===== src/rtl/kamikaze_imem_arbiter_pkg.sv =====
// Shared types for the instruction/data memory arbiter.
//   arb_state_e : arbiter FSM state encodings
//   owner_e     : which requester a memory transaction belongs to
//   cnt_width() : register width that can hold 0..max
package kamikaze_imem_arbiter_pkg;

  typedef enum logic [1:0] {
    ARB_IDLE    = 2'd0,
    ARB_WAIT_IF = 2'd1,
    ARB_WAIT_LS = 2'd2
  } arb_state_e;

  typedef enum logic {
    OWN_IF = 1'b0,
    OWN_LS = 1'b1
  } owner_e;

  function automatic int unsigned cnt_width(input int unsigned max);
    return (max < 2) ? 1 : $clog2(max + 1);
  endfunction

endpackage


===== src/rtl/kamikaze_starve_cnt.sv =====
// Saturating counter of consecutive load/store grants taken while a fetch
// was waiting.
//   clk_i / rst_i : clock, asynchronous active-low reset
//   inc           : count one more LS grant (holds at MAX)
//   clr           : return to zero (wins over inc)
//   full          : counter has reached MAX, fetch must be served next
module kamikaze_starve_cnt
  import kamikaze_imem_arbiter_pkg::*;
#(
  parameter int unsigned MAX = 4
) (
  input  logic clk_i,
  input  logic rst_i,
  input  logic inc,
  input  logic clr,
  output logic full
);

  localparam int unsigned CW = cnt_width(MAX);
  localparam logic [CW-1:0] MAX_V = CW'(MAX);

  logic [CW-1:0] cnt;

  always_ff @(posedge clk_i or negedge rst_i) begin
    if (!rst_i) begin
      cnt <= '0;
    end else if (clr) begin
      cnt <= '0;
    end else if (inc && !full) begin
      cnt <= cnt + 1'b1;
    end
  end

  assign full = (cnt == MAX_V);

endmodule


===== src/rtl/kamikaze_imem_arbiter.sv =====
// Shares one single-port memory between instruction fetch (IF) and the
// load/store unit (LS), one transaction at a time. LS has priority unless IF
// has been passed over STARVE_MAX times in a row.
// Ports:
//   clk_i, rst_i                     : clock, asynchronous active-low reset
//   if_req_i/if_addr_i               : fetch request (held until if_gnt_o)
//   if_gnt_o/if_rvalid_o/if_rdata_o  : fetch accept / completion / data
//   ls_req_i/ls_we_i/ls_be_i/
//   ls_addr_i/ls_wdata_i             : LS request (held until ls_gnt_o)
//   ls_gnt_o/ls_rvalid_o/ls_rdata_o  : LS accept / completion / data
//   mem_req_o/we/be/addr/wdata       : request to memory, muxed from winner
//   mem_gnt_i/mem_rvalid_i/
//   mem_rdata_i                      : memory accept / completion / data
//   dbg_state                        : current arbiter state
// Handshake: a requester holds req and its fields until its gnt is seen high
// in a cycle; exactly one rvalid pulse follows later for that request, and
// the arbiter never accepts a new request in the cycle that rvalid returns.
module kamikaze_imem_arbiter
  import kamikaze_imem_arbiter_pkg::*;
#(
  parameter int unsigned ADDR_W     = 32,
  parameter int unsigned DATA_W     = 32,
  parameter int unsigned STARVE_MAX = 4
) (
  input  logic                clk_i,
  input  logic                rst_i,
  input  logic                if_req_i,
  input  logic [ADDR_W-1:0]   if_addr_i,
  output logic                if_gnt_o,
  output logic                if_rvalid_o,
  output logic [DATA_W-1:0]   if_rdata_o,
  input  logic                ls_req_i,
  input  logic                ls_we_i,
  input  logic [DATA_W/8-1:0] ls_be_i,
  input  logic [ADDR_W-1:0]   ls_addr_i,
  input  logic [DATA_W-1:0]   ls_wdata_i,
  output logic                ls_gnt_o,
  output logic                ls_rvalid_o,
  output logic [DATA_W-1:0]   ls_rdata_o,
  output logic                mem_req_o,
  output logic                mem_we_o,
  output logic [DATA_W/8-1:0] mem_be_o,
  output logic [ADDR_W-1:0]   mem_addr_o,
  output logic [DATA_W-1:0]   mem_wdata_o,
  input  logic                mem_gnt_i,
  input  logic                mem_rvalid_i,
  input  logic [DATA_W-1:0]   mem_rdata_i,
  output logic [1:0]          dbg_state
);

  localparam int unsigned BE_W = DATA_W / 8;

  arb_state_e state;
  owner_e     sel;
  logic       sel_valid;
  logic       arb;
  logic       starve_full;
  logic       starve_inc;
  logic       starve_clr;

  // Outputs are combinational from inputs, so they are also forced low while
  // reset is asserted; otherwise a held request would leak through in IDLE.
  assign arb = rst_i && (state == ARB_IDLE);

  always_comb begin
    sel       = OWN_IF;
    sel_valid = 1'b0;
    if (ls_req_i && !(if_req_i && starve_full)) begin
      sel       = OWN_LS;
      sel_valid = 1'b1;
    end else if (if_req_i) begin
      sel       = OWN_IF;
      sel_valid = 1'b1;
    end
  end

  always_comb begin
    mem_req_o   = 1'b0;
    mem_we_o    = 1'b0;
    mem_be_o    = '0;
    mem_addr_o  = '0;
    mem_wdata_o = '0;
    if (arb && sel_valid) begin
      mem_req_o = 1'b1;
      if (sel == OWN_LS) begin
        mem_we_o    = ls_we_i;
        mem_be_o    = ls_be_i;
        mem_addr_o  = ls_addr_i;
        mem_wdata_o = ls_wdata_i;
      end else begin
        mem_be_o   = {BE_W{1'b1}};
        mem_addr_o = if_addr_i;
      end
    end
  end

  assign if_gnt_o = arb && sel_valid && (sel == OWN_IF) && mem_gnt_i;
  assign ls_gnt_o = arb && sel_valid && (sel == OWN_LS) && mem_gnt_i;

  assign if_rvalid_o = rst_i && (state == ARB_WAIT_IF) && mem_rvalid_i;
  assign ls_rvalid_o = rst_i && (state == ARB_WAIT_LS) && mem_rvalid_i;
  assign if_rdata_o  = rst_i ? mem_rdata_i : '0;
  assign ls_rdata_o  = rst_i ? mem_rdata_i : '0;

  assign dbg_state = state;

  // LS grants only count against IF while IF is actually waiting.
  assign starve_inc = ls_gnt_o && if_req_i;
  assign starve_clr = if_gnt_o || (ls_gnt_o && !if_req_i);

  kamikaze_starve_cnt #(
    .MAX (STARVE_MAX)
  ) u_starve_cnt (
    .clk_i (clk_i),
    .rst_i (rst_i),
    .inc   (starve_inc),
    .clr   (starve_clr),
    .full  (starve_full)
  );

  always_ff @(posedge clk_i or negedge rst_i) begin
    if (!rst_i) begin
      state <= ARB_IDLE;
    end else begin
      case (state)
        ARB_IDLE: begin
          // A stray mem_rvalid_i here is simply not forwarded.
          if (ls_gnt_o)      state <= ARB_WAIT_LS;
          else if (if_gnt_o) state <= ARB_WAIT_IF;
        end
        ARB_WAIT_IF, ARB_WAIT_LS: begin
          if (mem_rvalid_i) state <= ARB_IDLE;
        end
        default: state <= ARB_IDLE;
      endcase
    end
  end

endmodule

===== config.mk =====
export PLATFORM = sky130hd
export DESIGN_NAME = kamikaze_imem_arbiter
export DESIGN_NICKNAME = d
export VERILOG_FILES = /design/src/rtl/kamikaze_imem_arbiter_pkg.sv /design/src/rtl/kamikaze_starve_cnt.sv /design/src/rtl/kamikaze_imem_arbiter.sv
export SDC_FILE = /design/constraint.sdc
export NUM_CORES = 1
export LEC_CHECK = 0
export ABC_AREA = 0
export CORE_AREA = 4 4 105 107
export CTS_CLUSTER_SIZE = 16
export DETAILED_ROUTE_END_ITERATION = 16
export DIE_AREA = 0 0 109 111
export PLACE_DENSITY = 0.62
export SYNTH_ARGS = -nofsm -noshare
export SYNTH_HDL_FRONTEND = slang
export SYNTH_SLANG_ARGS = --single-unit
export TNS_END_PERCENT = 5

===== constraint.sdc =====
create_clock -name clk_i -period 2.5 [get_ports clk_i]
set_input_delay 0.625 -clock clk_i [delete_from_list [all_inputs] [get_ports clk_i]]
set_output_delay 0.625 -clock clk_i [all_outputs]
set_load 0.02 [all_outputs]

==> impl_results.md, run 1 <==
- Remaining global-route overflow: 0
- Static Leak: 2.12 nW
- Mapped Cells: between 150 and 200
- CTS hold repair buffers: 0
- Num Clock Sinks: 5
- Fill cells: 1083
- Top cell type's share of synthesized area: 0.278
- Setup TNS: 0 ps
- Die Area: 12100 um^2
- Via density: 4.09
- Mapped Avg Cell Area: 7.62 um^2
- Cell taking the most area after synthesis: and2_1
- Clk_lat worst skew: approximately 220 ps
- Post-synth cell types: 27
- Critical Path Fanout Max: 16
- Number of setup violations in the final report: 0
- Most common cell in the netlist: and2_1
- PD cells: 424 nW/um^2
- Fmax: roughly 410 MHz
- Global Route Usage Sum: 0.147
- Number of I/O pins: 279
- Drt first pass iters: 4
- DRT antenna net count: 0
- First-pass GRT wire length: 13.8 mm
- Die Y: 111 um
- Layout cells sized above 1: 0.257
- Ranking of synthesized cells by area: and2_1 (28%), a22o_1 (19%), buf_4 (18%)
- Total Wirelength: 9.92 mm
- # DRC: 0
- Root buf cell: clkbuf_8
- Total of max-cap violations: 0
- CP arrival: 1800 ps
- Net Count, Synth: 339
- Layout Skew: 0.207 ps
- Initial DRC count: 70
- Largest net degree at the start of global routing: 36
- CORE AREA: 10100 um^2
- Max Buffers Root-to-Sink: 2
- Sequential fraction of the synthesis area: 0.0842
- Worst VDD drop: 0.170 mV
- Final Max Tran Viols: 0
- Diode count: 0
- WS Path Type: reg -> out
- Initial Utilization: 0.147
- Number of flops mapped to enable cells by yosys: 0
- Final estimated routing congestion in global placement: approximately 0.90
- Post-synth top cells: and2_1 (66), buf_4 (35), a22o_1 (32), inv_1 (7)
- Area Growth Syn to Fin: 178%
- Synth warnings: 0
- Worst Hold Class: in -> async
- IO buf count: 278
- Asr flop ratio synth: 1.00
- Clock slew seen by the registers of the worst setup and hold paths: 30 ps
- Avg WL per Cell: 16.6 um
- Cell Area, Synth: around 1500 um^2
- Vias in the first global route: 2542
- Dpl ws: -670 ps
- DP Wirelength: slightly above 8 mm
- TritonCTS clock tree: done
- Final Hold Viols: 0
- Tightest Pin Transition: roughly 330 ps
- Site row count: 37
- Final worst slack: 70.8 ps
- Status: finished clean
- Synth Register Bits: 5
- Slew margin rel.: 0.779
- NumNets Final: 605
- Worst Path Required: 1880 ps
- TritonCTS buffer count: 3
- H-tree depth: 1
- RSZ-0062 raised after global routing: true
- Initial antenna violation count: 0
- Final min period: 2430 ps
- Crit start category: flip-flop
- Most used flip-flop cell after synthesis: dfrtp_1
- Final worst path period share: 0.972
- DR vias: about 2400
- Die width: 109 um
- CP endpoint kind: primary output
-- state kept, by name (all words and copies together) (netlist names) --
signal,flops
dbg_state,2
u_starve_cnt.cnt,3
-- layout by cell type, fill, tap and decap left out, drive strengths merged --
master and n:
a21bo 1, a211o 1, and2 66, buf 88
a22o 32, dlygate4sd2 67, o31ai 1, nand2 4
a21oi 5, nand3 2, o21ai 3, inv 7
a21o 4, or3 2, o211a 2, o22ai 1
and4 2, clkdlybuf4s15 10, a2111oi 1, clkdlybuf4s50 137
dfrtp 5, ha 5, nor2b 1, and3 2
clkbuf 9, nand4 2
-- metrics by stage --
step	hold slack (ps)	utilization	std cells	power (mW)	area, um^2
global placement	586	0.422	584	1.64	4280
floorplan	329	-	195	0.842	1490
detailed placement	590	0.422	584	1.66	4280
CTS	597	0.407	593	1.74	4130
finish	617	0.408	596	1.75	4130
global route	650	0.408	596	1.88	4130
-- worst max-delay path: stages (launching register included) --
cell and delay, ps:
dfrtp_1 360, inv_1 80, ha_2 210, nand3_2 80, and4_4 190, buf_4 140
clkbuf_16 160, a22o_1 180, buf_4 160
-- timing repair --
| item | in CTS | in global routing |
|---|---|---|
| gates resized for setup | 333 | 32 |
| pin swaps | 1 | 3 |
| setup buffers | 3 | 1 |
| gates cloned | 2 | 2 |
| setup endpoints to repair | 138 | 43 |
-- layout make-up --
type / count / area [um^2] / area share
Clock buffer: 4 / 45.0 / 0.0109
Inverter: 7 / 26.3 / 0.00636
Multi-Input combinational cell: 137 / 1030 / 0.250
Sequential cell: 5 / 125 / 0.0303
Tap cell: 136 / 170 / 0.0412
Timing Repair Buffer: 307 / 2730 / 0.661
-- power breakdown --
part	internal, mW	switching, mW	leakage, nW
Clock	0.110	0.0412	0.0228
Combinational	0.741	0.740	2.03
Sequential	0.107	0.0161	0.0673
-- cell families after synthesis --
logic type,after synthesis,synth area share
flops,5,0.0842
simple gates,81,0.340
compound gates,51,0.289
buf+inv,53,0.245
fa+ha+maj,5,0.0421
-- final timing paths --
check	from	slack [ps]	end	cells past startpoint
worst min register to register	u_starve_cnt.cnt[2]	620	u_starve_cnt.cnt[2]	2
worst max register to register	u_starve_cnt.cnt[1]	950	dbg_state[1]	6
worst min-delay path	rst_i	620	dbg_state[0]	3
min in group clk_i	u_starve_cnt.cnt[2]	620	u_starve_cnt.cnt[2]	2
max in group asynchronous	rst_i	1760	u_starve_cnt.cnt[0]	3
worst max-delay path	u_starve_cnt.cnt[1]	70	mem_addr_o[22]	8
-- layer usage --
layer	routed length, um	share of wire	vias to the layer above	global-route usage
met3	1330	0.13	17	0.0547
met5	0	0	-	0
met4	252	0.025	0	0.0488
met2	5250	0.53	185	0.293
li1	-	-	1178	-
met1	3090	0.31	1057	0.129
Note: power is estimated with default switching activity, not from simulation.
==> run 2: changes to the inputs <==
- ABC_AREA: 0 -> 1
- CORE_AREA: 4 4 105 107 -> 4 4 106 108
- DIE_AREA: 0 0 109 111 -> 0 0 110 112
==> run 2 against run 1 <==
Synthesized area is 11% higher; clock-buffer cell count unchanged; clock skew increased by 0.80 ps; via count increased by 17%; non-clock buffer count down 4; largest power group unchanged; total power shrank 16%; sequential share of layout area decreased by 0.11 points; critical path type is now in -> out; global-route usage decreased by 0.60 points.
==> impl_results.md, run 2 <==
- Num Clock Sinks: 5
- Total Wirelength: between 9 and 10 mm
- Avg WL per Cell: 13.0 um
- Via density: 3.87
- Reg2Reg Depth: 10
- Vias in the first global route: 2856
- Drt first pass iters: 5
- DR vias: 2842
- Clk_lat worst skew: 220 ps
- Compound-gate portion of the synthesized area: 0.100
- Initial antenna violation count: 0
- Die Area: ~12000 um^2
- Ranking of synthesized cells by area: nand2_1 (28%), buf_4 (17%), inv_1 (17%)
- Adder-Cell Fraction of Synth Area: 0.0379
- Max incr delay on CP: around 310 ps
- Clock slew seen by the registers of the worst setup and hold paths: about 40 ps
- First-pass GRT wire length: 14.0 mm
- Total of max-cap violations: 0
- WS Path Type: in -> out
- Reg2Reg Setup Slack: 890 ps
- Diode count: 0
- Largest family of logic cells by synthesized area: simple AND/OR/NAND/NOR gates
- Post-synthesis xor/xnor area fraction: 0.00531
- H-tree depth: 1
- TritonCTS clock tree: done
- IO buf count: 278
- CP arrival: 1790 ps
- Layout Skew: 1.01 ps
- Post-synth cell types: 18
- DRT antenna net count: 0
- Critical Path Fanout Max: 34
- Most used flip-flop cell after synthesis: dfrtp_1
- Status: finished clean
- Cell Area, Synth: 1650 um^2
- Fmax: 413 MHz
- Root buf cell: clkbuf_8
- Synth Register Bits: 5
- Asr flop ratio synth: 1.00
- Number of I/O pins: 279
- Net Count, Synth: 483
- Area Growth Syn to Fin: 160%
- Design Area, Final: 4290 um^2
- Die width: around 110 um
- Largest register FFs: 3
- Layout cells sized above 1: 0.184
- Worst Path Required: between 1500 and 2000 ps
- CTS hold repair buffers: 0
- Remaining global-route overflow: 0
- Synth warnings: 0
- Final Hold Viols: 0
- Final min period: 2420 ps
- Mapped Avg Cell Area: 4.87 um^2
- Worst Hold Class: in -> async
- NumNets Final: around 740
- Initial DRC count: 156
- Die Y: 112 um
- Max Buffers Root-to-Sink: 2
- Static Leak: 2.56 nW
- Most common cell after layout, fill and taps aside: clkdlybuf4s50_1
- DP Wirelength: between 7 and 8 mm
- Tightest Pin Transition: 235 ps
- Final Max Tran Viols: 0
- Final worst path period share: 0.968
- Global Route Usage Sum: 0.141
- Fraction of synthesized area in multiplexers: 0
- Sequential fraction of the synthesis area: 0.0758
- Number of flops mapped to enable cells by yosys: 0
- Largest net degree at the start of global routing: 35
- Placed inst area: 4460 um^2
- Post-synth top cells: nand2_1 (122), inv_1 (74), buf_4 (37), nor2_1 (37), a21oi_1 (32)
- CP endpoint kind: primary output
- Slew margin rel.: 0.843
- RSZ-0062 raised after global routing: true
- Final estimated routing congestion in global placement: 0.823
- Site row count: 37
- # DRC: 0
- Core Util, Final: 0.419
- TritonCTS buffer count: 3
- Critical path cell sequence: dlygate4sd2_1, nand3_4, buf_4, nand3_2, buf_12, nor2_1, clkdlybuf4s15_1
- Most common cell in the netlist: nand2_1
- Most flops, register: u_starve_cnt.cnt
- Crit start category: input port
- Worst VDD drop: about 0.21 mV
- CORE AREA: 10200 um^2
- Most frequent cells in the layout: clkdlybuf4s50_1 (143), nand2_1 (122), inv_1 (74)
- Cell taking the most area after synthesis: nand2_1
- Mapped Cells: 339
- Number of setup violations in the final report: 0
- Synth Area in Simple Gates: 0.409
- Top cell type's share of synthesized area: 0.277
- Critical Path Slowest Stage Cell: clkdlybuf4s15_1
- PD cells: 342 nW/um^2
- Initial Utilization: 0.161
run 2: worst paths after layout:
check,to,start
setup / recovery,mem_wdata_o[17],if_req_i
hold / removal,dbg_state[0],rst_i
setup reg to reg,u_starve_cnt.cnt[1],u_starve_cnt.cnt[0]
hold reg to reg,u_starve_cnt.cnt[0],u_starve_cnt.cnt[0]
max in group asynchronous,u_starve_cnt.cnt[2],rst_i
min in group clk_i,u_starve_cnt.cnt[0],u_starve_cnt.cnt[0]
run 2: critical path: cells and delay by family:
kind | cells | cell delay [ps]
buffers and inverters | 4 | 870
AND/OR/NAND/NOR | 3 | 290
run 2: report_power, final:
part / total (mW) / switching, mW / internal [mW]
combinational: 1.20 / 0.637 / 0.562
sequential: 0.120 / 0.0132 / 0.107
clock: 0.148 / 0.0385 / 0.109
run 2: area by class of cell:
class,count,area (um^2)
inverters,76,285
multi-input cells,211,937
clock buffers,4,45.0
well taps,136,170
fillers,1098,5950
flip-flops and latches,5,125
repair buffers,303,2720
run 2: logic make-up after synthesis:
logic type / count (synthesis)
AOI/OAI and AO/OA: 33
xor gates and xnor gates: 1
adders and majority gates: 5
buffers and inverters: 124
DFF: 5
and+or+nand+nor: 171
run 2: through the flow:
| stage | hold WS (ps) | setup TNS, ps | total power, mW | cells | worst slack (ps) |
|---|---|---|---|---|---|
| finish | 539 | 0 | 1.47 | 735 | 80.6 |
| global route | 558 | -27.8 | 1.59 | 735 | -15.9 |
| CTS | 572 | 0 | 1.51 | 735 | 0.536 |
| floorplan | 329 | 0 | 0.721 | 339 | 355 |
| detailed placement | 565 | -67100 | 1.43 | 726 | -690 |
| global placement | 558 | -64240 | 1.42 | 726 | -664 |
run 2: timing repair:
item	in CTS	in global routing
resized for setup	266	53
setup buffers	2	0
cloned	3	0
setup endpoints to repair	138	57
pin swaps	2	1
run 2: routing by layer:
metal,part of all wire,global-route usage
met5,0,0
met4,0.014,0.0249
met3,0.12,0.0371
met2,0.51,0.274
met1,0.36,0.148
==> run 3: changes to the inputs <==
--- a/constraint.sdc
+++ b/constraint.sdc
@@ -3,2 +3,2 @@
 set_output_delay 0.625 -clock clk_i [all_outputs]
-set_load 0.02 [all_outputs]
+set_load 0.1 [all_outputs]
==> run 3 against run 2 <==
Utilization up 28 points; worst setup slack worse by 54 ps; first-iteration DRC count down 34%; register-to-register slack worse by 50 ps; sequential share of layout area down 1.1 points; die area unchanged; clock-buffer cell count unchanged; critical path type is now reg -> out; critical endpoint is now mem_addr_o[15]; largest cell class unchanged; largest power group unchanged; highest routed layer is now met5.
==> impl_results.md, run 3 (synthesis results as in run 2) <==
- Area Growth Syn to Fin: 330%
- WP depth: 9
- H-tree depth: 1
- Sw Share: 0.594
- Dpl ws: -230 ps
- Max incr delay on CP: around 380 ps
- Remaining global-route overflow: 0
- Worst Path Required: 1880 ps
- Internal power: 1.50 mW
- Slew margin rel.: 0.768
- DP Wirelength: 9.85 mm
- Reg2Reg Setup Slack: 840 ps
- Buf+Inv Stages, Crit Path: 4
- Via density: 4.03
- Initial DRC count: 103
- Initial Utilization: 0.161
- Critical path's most frequent cell: buf_12
- Setup crit start: u_starve_cnt.cnt[0]
- CP endpoint kind: primary output
- Most flops, register: u_starve_cnt.cnt
- Final worst slack: 26.4 ps
- Site row count: 37
- Total of max-cap violations: 0
- Num Clock Sinks: 5
- Largest register FFs: 3
- Final hold slack: about 520 ps
- DRT antenna net count: 0
- Crit start category: flip-flop
- Status: finished clean
- CTS hold repair buffers: 0
- Clock share of power: 0.040
- Max Buffers Root-to-Sink: 2
- Root buf cell: clkbuf_8
- IO buf count: 278
- Worst r2r src: u_starve_cnt.cnt[0]
- Die Y: 112 um
- Total Wirelength: around 11 mm
- Final estimated routing congestion in global placement: between 0.7 and 0.8
- Final Max Tran Viols: 0
- Vias in the first global route: ~3200
- Global Route Usage Sum: 0.173
- Final Hold Viols: 0
- WS Path Type: reg -> out
- Critical path cell sequence: inv_1, ha_1, nand3_2, nand2_4, buf_4, buf_12, nand2_1, a21oi_4, buf_12
- Clk_lat worst skew: roughly 220 ps
- Number of setup violations in the final report: 0
- PD cells: 521 nW/um^2
- Static Leak: between 2 and 3 nW
- Worst R2R End: dbg_state[0]
- Worst VDD drop: 0.337 mV
- Diode count: 0
- Most common cell after layout, fill and taps aside: buf_12
- Final min period: 2470 ps
- Clock slew seen by the registers of the worst setup and hold paths: 30 ps
- Final worst path period share: 0.989
- Logic pwr share: 0.923
- # DRC: 0
- TritonCTS clock tree: done
- Avg WL per Cell: 14.8 um
- First-pass GRT wire length: 16.9 mm
- Worst setup path endpoint: mem_addr_o[15]
- Number of I/O pins: 279
- TritonCTS buffer count: 3
- Critical Path Slowest Stage Cell: dfrtp_1
- Die width: 110 um
- Initial antenna violation count: 1
- Reg2Reg Depth: 11
- Die Area: 12300 um^2
- RSZ-0062 raised after global routing: true
- Critical Path Fanout Max: 12
- Drt first pass iters: 4
- Most frequent cells in the layout: buf_12 (152), clkdlybuf4s50_1 (135), nand2_1 (97)
- Layout Skew: ~0.61 ps
- CP arrival: 1850 ps
- Sequential Power Share: 0.037
- Fmax: 404 MHz
- DR vias: between 3000 and 4000
- Power Total: 3.70 mW
- CORE AREA: roughly 10000 um^2
- Layout cells sized above 1: 0.524
- Delay-heaviest family, CP: buffers and inverters
- Tightest Pin Transition: 347 ps
- Core Util, Final: 0.694
- Worst Hold Class: reg -> reg
- Largest net degree at the start of global routing: 36
- Net switching power figure: between 2 and 2.5 mW
- NumNets Final: 758
## run 3: what timing repair did
item / CTS / global route
pin swaps: 21 / 9
setup endpoints to repair: 138 / 40
cloned: 3 / 0
endpoints found under the hold margin: 0 / 0
buffers inserted: 7 / 4
gates resized for setup: 28 / 5
## run 3: worst min-delay path by stage
stage | from | to | cells after the start
final | u_starve_cnt.cnt[0] | u_starve_cnt.cnt[0] | 2
after detailed placement | u_starve_cnt.cnt[0] | u_starve_cnt.cnt[0] | 2
after global placement | u_starve_cnt.cnt[0] | u_starve_cnt.cnt[0] | 2
after global routing | u_starve_cnt.cnt[0] | u_starve_cnt.cnt[0] | 2
after CTS | u_starve_cnt.cnt[0] | u_starve_cnt.cnt[0] | 2
after floorplan | rst_i | u_starve_cnt.cnt[0] | 0
## run 3: area by class of cell
cell class              count  area [um^2]
repair buffers            318         4680
fillers                   764         3130
multi-input cells         210         1660
inverters                  76          412
well taps                 136          170
flip-flops and latches      5          133
clock buffers               4         45.0
## run 3: tightest hold or removal path: stages, from the launching register on
cell and delay [ps]:
dfrtp_1 360, nand2_1 60, nand2_1 70
## run 3: power groups by stage
stage	logic [mW]	registers (mW)	clock network (mW)
2_1_floorplan	1.99	0.189	0
3_3_place_gp	3.29	0.136	0
3_5_place_dp	3.32	0.139	0
4_1_cts	3.42	0.138	0.152
5_1_grt	3.54	0.141	0.157
6_report	3.42	0.137	0.147
## run 3: routing by layer
layer  wire length (um)  global-route usage
met1               3410               0.170
met2               6180               0.338
met3               1330              0.0597
met4                166              0.0374
met5                 13                   0
## run 3: through the flow
step           area [um^2]  TNS (ps)  instances
5_1_grt               7100      -500        749
2_1_floorplan         2450     -6670        339
6_report              7100         0        749
3_3_place_gp          6770    -20830        731
3_5_place_dp          6770    -23390        731
4_1_cts               7050         0        745
